## config.mk

```make
export PLATFORM = sky130hd
export DESIGN_NAME = dotprod_stream
export DESIGN_NICKNAME = d
export VERILOG_FILES = /design/src/rtl/dotprod_pkg.sv /design/src/rtl/dotprod_adder_tree.sv /design/src/rtl/dotprod_stream.sv
export SDC_FILE = /design/constraint.sdc
export NUM_CORES = 1
export LEC_CHECK = 0
export BUFFER_PORTS_ARGS = -buffer_cell sky130_fd_sc_hd__buf_4
export CORE_MARGIN = 3
export CORE_UTILIZATION = 55
export DETAILED_ROUTE_END_ITERATION = 10
export GPL_ROUTABILITY_DRIVEN = 1
export PLACE_DENSITY_LB_ADDON = 0.3
export SLEW_MARGIN = 20
export SYNTH_ARGS = -nofsm -noshare
export SYNTH_HDL_FRONTEND = slang
export SYNTH_SLANG_ARGS = --single-unit
```

## constraint.sdc

```tcl
create_clock -name clk -period 6.8 [get_ports clk]
set_input_delay 2.04 -clock clk [delete_from_list [all_inputs] [get_ports clk]]
set_output_delay 2.04 -clock clk [all_outputs]
set_load 0.1 [all_outputs]
```

## src/rtl/dotprod_pkg.sv

```systemverilog
// Shared width helpers and the product typedef for the dotprod_stream datapath and its bench.
package dotprod_pkg;

  localparam int DEF_N_TAPS = 4;
  localparam int DEF_IN_W   = 8;
  localparam int DEF_COEF_W = 8;

  function automatic int calc_out_w(input int n_taps, input int in_w, input int coef_w);
    return in_w + coef_w + $clog2(n_taps);
  endfunction

  // A single-tap build still needs a 1-bit index port.
  function automatic int calc_idx_w(input int n_taps);
    return (n_taps > 1) ? $clog2(n_taps) : 1;
  endfunction

  localparam int DEF_OUT_W = calc_out_w(DEF_N_TAPS, DEF_IN_W, DEF_COEF_W);

  typedef logic signed [DEF_OUT_W-1:0] prod_t;

endpackage

```

## src/rtl/dotprod_adder_tree.sv

```systemverilog
// Combinational balanced signed sum of N_OPS packed operands; built by recursive halving.
module dotprod_adder_tree #(
  parameter int N_OPS = 4,
  parameter int W     = 18
) (
  input  logic [N_OPS*W-1:0] i_ops,
  output logic signed [W-1:0] o_sum
);

  generate
    if (N_OPS == 1) begin : g_leaf
      assign o_sum = $signed(i_ops);
    end else begin : g_split
      localparam int N_LO = N_OPS / 2;
      localparam int N_HI = N_OPS - N_LO;
      logic signed [W-1:0] w_lo;
      logic signed [W-1:0] w_hi;

      dotprod_adder_tree #(.N_OPS(N_LO), .W(W)) u_lo (
        .i_ops (i_ops[N_LO*W-1:0]),
        .o_sum (w_lo)
      );

      dotprod_adder_tree #(.N_OPS(N_HI), .W(W)) u_hi (
        .i_ops (i_ops[N_OPS*W-1:N_LO*W]),
        .o_sum (w_hi)
      );

      assign o_sum = w_lo + w_hi;
    end
  endgenerate

endmodule

```

## src/rtl/dotprod_stream.sv

```systemverilog
// Two-stage streaming signed dot product with a writable coefficient bank and valid/ready flow.
// Define DOTPROD_ACCUM_EN to add in_last and emit one accumulated result per frame.
module dotprod_stream
  import dotprod_pkg::*;
#(
  parameter int N_TAPS = 4,
  parameter int IN_W   = 8,
  parameter int COEF_W = 8,
  parameter int OUT_W  = calc_out_w(N_TAPS, IN_W, COEF_W)
) (
  input  logic                          clk,
  input  logic                          rst,
  input  logic                          in_valid,
  output logic                          in_ready,
  input  logic [N_TAPS*IN_W-1:0]        in_data,
`ifdef DOTPROD_ACCUM_EN
  input  logic                          in_last,
`endif
  input  logic                          coef_we,
  input  logic [calc_idx_w(N_TAPS)-1:0] coef_idx,
  input  logic signed [COEF_W-1:0]      coef_wdata,
  output logic                          out_valid,
  input  logic                          out_ready,
  output logic signed [OUT_W-1:0]       out_data
);

  localparam int IDX_W  = calc_idx_w(N_TAPS);
  localparam int PROD_W = IN_W + COEF_W;

  logic signed [COEF_W-1:0] r_coef [N_TAPS];
  logic [N_TAPS*OUT_W-1:0]  w_prod;
  logic [N_TAPS*OUT_W-1:0]  r_s1_prod;
  logic                     r_s1_valid;
  logic                     r_s2_valid;
  logic signed [OUT_W-1:0]  r_s2_data;
  logic signed [OUT_W-1:0]  w_sum;
  logic                     w_adv;
`ifdef DOTPROD_ACCUM_EN
  logic                     r_s1_last;
  logic signed [OUT_W-1:0]  r_acc;
`endif

  generate
    for (genvar i = 0; i < N_TAPS; i++) begin : g_mul
      logic signed [PROD_W-1:0] w_p;
      assign w_p = PROD_W'($signed(in_data[i*IN_W +: IN_W])) * PROD_W'(r_coef[i]);
      assign w_prod[i*OUT_W +: OUT_W] = OUT_W'(w_p);
    end
  endgenerate

  dotprod_adder_tree #(.N_OPS(N_TAPS), .W(OUT_W)) u_tree (
    .i_ops (r_s1_prod),
    .o_sum (w_sum)
  );

  // Both stages move together; S2 only blocks when holding an unaccepted result.
  assign w_adv     = !r_s2_valid || out_ready;
  assign in_ready  = w_adv && !rst;
  assign out_valid = r_s2_valid;
  assign out_data  = r_s2_data;

  always_ff @(posedge clk) begin
    if (rst) begin
      for (int i = 0; i < N_TAPS; i++) r_coef[i] <= '0;
      r_s1_prod  <= '0;
      r_s1_valid <= 1'b0;
      r_s2_valid <= 1'b0;
      r_s2_data  <= '0;
`ifdef DOTPROD_ACCUM_EN
      r_s1_last  <= 1'b0;
      r_acc      <= '0;
`endif
    end else begin
      for (int i = 0; i < N_TAPS; i++) begin
        if (coef_we && coef_idx == IDX_W'(i)) r_coef[i] <= coef_wdata;
      end
      if (w_adv) begin
        r_s1_valid <= in_valid;
        if (in_valid) begin
          r_s1_prod <= w_prod;
`ifdef DOTPROD_ACCUM_EN
          r_s1_last <= in_last;
`endif
        end
`ifdef DOTPROD_ACCUM_EN
        if (r_s1_valid && r_s1_last) begin
          r_s2_data  <= r_acc + w_sum;
          r_acc      <= '0;
          r_s2_valid <= 1'b1;
        end else begin
          if (r_s1_valid) r_acc <= r_acc + w_sum;
          r_s2_valid <= 1'b0;
        end
`else
        r_s2_valid <= r_s1_valid;
        if (r_s1_valid) r_s2_data <= w_sum;
`endif
      end
    end
  end

endmodule

```

# After elaboration in Yosys (flattened, before gate mapping)
# Memories as Yosys holds them, arrays and structs flattened.
# Cells that the tools add are included.
# Widths: inputs -> output; s select.
[classes]
bitwise_logic = 4
n_eq_ne = 3
addsub = 3
mux = 18
n_reduce_logical = 11
n_mul = 4
[ops]
columns = ["op", "count"]
rows = [
  ["$mul 8x8->16", 4],
  ["$add 18x18->18", 2],
  ["$mux 8", 4],
  ["$add 18x16->18", 1],
  ["$mux 1", 14],
  ["$logic_and 1x1->1", 5],
  ["$eq 2x2->1 const B", 2],
  ["$or 1x1->1", 4],
  ["$reduce_and 2->1", 2],
  ["$eq 2x1->1 const B", 1],
  ["$logic_not 1->1", 2],
  ["$logic_not 2->1", 1],
  ["$logic_or 1x1->1", 1],
]
[word_totals]
input_bits = 47
output_inout_bits = 20
register_bits = 90
n_memories = 1
ramBits = 32
word_cells = 48
[mem_list]
columns = ["name", "words", "word_bits", "read_ports", "rd_ports_with_merged_regs", "write_ports", "line_no", "source"]
rows = [
  ["r_coef", 4, 8, 4, 0, 4, "dotprod_stream.sv:30", "logic signed [COEF_W-1:0] r_coef [N_TAPS];"],
]

# Depth between registers and ports, before layout
[depth]
ltp_word = 6
ltp_mapped = 17
mapped_depth_nobuf = 17

# By module
# From an unflattened synthesis, not the netlist that was laid out.
[hier_totals]
cells_unflattened = 1982
hier_area_um2 = 17429.2
[modules_own_cells]
columns = ["mod", "instances", "cells_per_inst", "area_per_inst_um2"]
rows = [
  ["dotprod_stream", 1, 1529, 14062.2],
  ["dotprod_adder_tree at u_tree ...", 3, 127, 942.2],
  ["dotprod_adder_tree at u_tree.g_split.u_hi.g_split.u_hi ...", 4, 18, 135.1],
]

# Least setup slack after synthesis
# Ideal clock, no wire load.
[synth_timing]
path_kind = "input-to-output"
startpoint = "input rst"
endpoint = "output in_ready"
cell_stages = 4
n_path_buf = 3
arrival_ns = 3.910
t_required_ns = 4.760
path_slack_ns = 0.850
cell_sequence = "clkbuf_1 -> clkbuf_1 -> buf_1 -> nor2_1"
[synth_between]
elab_chain_cells = 2
[synth_rtl]
columns = ["element", "line_no", "source"]
rows = [
  ["from (decl)", "dotprod_stream.sv:12", "input logic rst,"],
  ["$logic_not 1->1", "dotprod_stream.sv:58", "assign in_ready = w_adv && !rst;"],
  ["$logic_and 1x1->1", "dotprod_stream.sv:58", ""],
  ["to (decl)", "dotprod_stream.sv:14", "output logic in_ready,"],
]
# No other way between the ends.

# Worst setup path after layout
[layout_timing]
startpoint = "input in_data[15]"
endpoint = "register r_s1_prod[35]"
[layout_between]
elab_chain_cells = 1
[layout_rtl]
columns = ["element", "line_no", "source"]
rows = [
  ["from (decl)", "dotprod_stream.sv:15", "input logic [N_TAPS*IN_W-1:0] in_data,"],
  ["$mul 8x8->16", "dotprod_stream.sv:46", "assign w_p = PROD_W'($signed(in_data[i*IN_W +: IN_W])) * PROD_W'(r_coef[i]);"],
  ["to (signal assigned)", "dotprod_stream.sv:80", "r_s1_prod <= w_prod;"],
  ["to (decl)", "dotprod_stream.sv:32", "logic [N_TAPS*OUT_W-1:0] r_s1_prod;"],
]
# No other way between the ends.
# A chain may end at the register's enable or synchronous reset.

==> results.toml <==
[status]
outcome = "finished, final reports clean"

[critical_path]
path_buf_inv = 6
crit_family = "adder cells"
start_kind = "input pin"
worstPathMaxFanout = 8
path_class = "in2reg"
crit_path_frequent_cell = "inv_1"
crit_slowest_cell = "fa_1"
end_kind = "flip-flop"
r2r-end = "r_s1_prod[35]"
slowest_delay_ns = 0.59
cp_data_required_time_ns = 7.09
worst-r2r-cell-count = 16
cp_cell_sequence = "buf_4 > nand2_1 > inv_1 > fa_1 > inv_1 > fa_1 > inv_1 > fa_1 > inv_1 > fa_1 > inv_1 > ha_1 > and3_1 > a311oi_1 > a21oi_1 > xnor2_1 > o21ai_0"
reg2reg_from = "r_coef[1][2]"
arrival_ns = 6.08
r2r_slack_ns = 2.12

[timing]
fin_skew_ns = 0.00915
hold_viol = 0
setup-tns-final_ns = 0
slew_headroom_pct = 41.9
finalSetupViolCount = 0
report.final.slew_viol_count = 0
max_freq_mhz = 173
tightest_slew_ns = 0.865
hold_ws_ns = 0.456
period_share_pct = 85.2
rsz0062_at_grt = "false"
min_period_ns = 5.79

[yosys]
synth_top_area_share_pct = 32.5
async_flop_share_pct = 0
postSynthCellCount = 1684
avgSynthCellArea_um2 = 9.25
syn_nets = 2117
synth_edf_count = 32
yosys-top-cells-area = "fa_1, dfxtp_1, ha_1"
synth_cell_types = 62
ys_seq_area_share_pct = 17.0
ys_seq_elements = 116
yosysWarnings = 0
synth_flop_cell = "dfxtp_1"
yosys.area.top_type = "fa_1"
syn_area_um2 = 15600

[clock_tree]
cts_buffers = 17
cts.clk_slew.worst_paths_ns = 0.05
clockRootBuffer = "clkbuf_16"
cts_tree = "yes"
clock_sinks = 116
ctsResizeCount = 0
postCtsSetupBuffers = 0
postCtsHoldBufs = 0
htreeDepth = 4
clk_latency_ns = 0.42
cts_buffer_depth = 2

[pwr]
powerDensity_nw_per_um2 = 376
ir_drop_mv = 0.336
power.leakage_uw = 0.00819

[global_route]
grt.met3_usage_pct = 3.69
antenna_found_initial = 0
grt_pass1_wl_um = 58500
use_met1_pct = 30.8
gr-total-overflow = 0
grt_pass1_vias = 12200
grt_use_total_pct = 23.7
top_usage_layer = "met2"
grt_max_degree = 84
use_met2_pct = 41.0

[placement]
numPortBuffers = 66
place.gp.congestion = 0.924
dp_cells = 2095
dpl.hpwl_um = 28400
dpl_cell_area_um2 = 16500

[cells_and_area]
final_common_cell = "inv_1"
fin_nets = 2175
finalNonFillerCells = 2127
final_area_um2 = 17100
n_fill_cell = 2302
seq_area_um2 = 2640
layout-drive-gt1-share_pct = 6.84
layout_common_cells = "inv_1, fa_1, and2_1, nand2_1, ha_1"
multiInputGateArea_um2 = 11600
antenna_cells = 0
areaGrowthSynthToFinish_pct = 9.52

[worst_hold_path]
hold_depth = 2
hp-start = "out_data[0]"
worstHoldEndpoint = "out_data[0]"
hold_path.class = "reg2reg"

[floorplanning]
core-area_um2 = 27400
die_w_um = 174
row_count = 60
die_y_um = 174
initial_core_util_pct = 56.8
dieArea_um2 = 30400
ios = 67

[drt]
drc = 0
drtAntennaViolNets = 0
firstDrtPassIters = 5
wl_per_cell_um = 16.2
drt-initial-drc-count = 750
vias = 11600
viasPerCell = 5.44
wirelength_um = 34400

[job]
drv_cap = 0
-- per-layer routing --
metal	share of wire, %	routed length, um	vias to the layer above
li1	-	-	5459
met1	42	14600	5796
met2	50	17100	255
met3	5.1	1760	51
met4	3.0	1030	0
met5	0	0	-
-- final cells by class --
class,instances,share of cell area (%)
timing repair buffer,70,3.08
sequential,116,15.5
multi-input combinational,1206,67.9
clock inverter,9,0.741
inverter,331,7.28
clock buffer,23,2.80
tap,372,2.73
-- flip-flops by register name, indices dropped and copies added (netlist names) --
name,cells
out_data,18
out_valid,1
r_coef,32
r_s1_prod,64
r_s1_valid,1
-- worst register-to-register path, cell delays in order (launching register included) --
cell	delay [ns]
edfxtp_1	0.57
nand2_1	0.23
inv_1	0.07
fa_1	0.59
inv_1	0.13
fa_1	0.50
inv_1	0.05
fa_1	0.48
inv_1	0.05
fa_1	0.47
inv_1	0.04
ha_1	0.33
and3_1	0.17
a311oi_1	0.44
a21oi_1	0.15
xnor2_1	0.21
o21ai_0	0.09
-- logic make-up (layout without fill, tap and decap cells) --
| kind of cell | after synthesis | after routing | share of synthesized area [%] |
|---|---|---|---|
| AO/OA/AOI/OAI | 216 | 216 | 9.12 |
| XOR/XNOR | 44 | 44 | 2.47 |
| adder cells (fa/ha/maj) | 386 | 386 | 43.2 |
| buffers and inverters | 362 | 433 | 8.72 |
| flip-flops | 116 | 116 | 17.0 |
| multiplexers | 4 | 4 | 0.289 |
| AND/OR/NAND/NOR | 556 | 556 | 19.2 |
-- power breakdown --
group	internal, uW	switching, uW	leakage, uW	total, uW
clock	603	309	0.000293	912
combinational	1900	2570	0.00690	4470
sequential	865	173	0.00101	1040
total	3360	3060	0.00819	6420
-- synthesized netlist by cell type, drive strengths merged (2+ instances only) --
cell     number
and4          2
o211ai       10
a2111oi       2
nor2         40
nand2b       11
edfxtp       32
o21ai        33
clkbuf       28
nor4b         6
nand2       144
o311ai        4
a211o         2
a31o          4
mux2          4
nand3        34
fa          253
and2        204
nor3         37
ha          133
nand3b       10
a21boi        2
a21o         15
a21oi        69
xnor2        38
nor2b        36
o31ai         7
and3          8
dfxtp        84
xor2          6
a211oi       18
o211a         5
nand4b        4
o21a         18
or3          12
or2           2
buf           3
inv         331
o31a          4
a31oi        13
o21bai        2
-- how the worst max path moves through the flow --
stage	depth (start not counted)	slack (ns)	startpoint	end
after floorplan	4	0.85	rst	in_ready
after global placement	17	0.65	in_data[6]	r_s1_prod[17]
after detailed placement	16	0.56	in_data[15]	r_s1_prod[35]
after CTS	16	1.0	in_data[15]	r_s1_prod[35]
after global routing	17	0.75	in_data[6]	r_s1_prod[17]
final	17	1.01	in_data[15]	r_s1_prod[35]
-- stage by stage --
| stage | total power (uW) | setup WS [ns] | util, % |
|---|---|---|---|
| floorplan | 4510 | 0.850 | - |
| global placement | 5350 | 0.650 | 60.1 |
| detailed placement | 5480 | 0.563 | 60.1 |
| CTS | 6430 | 0.997 | 62.3 |
| global route | 7110 | 0.748 | 62.3 |
| finish | 6420 | 1.01 | 62.3 |
No activity file was read; power rests on OpenSTA's default activity.
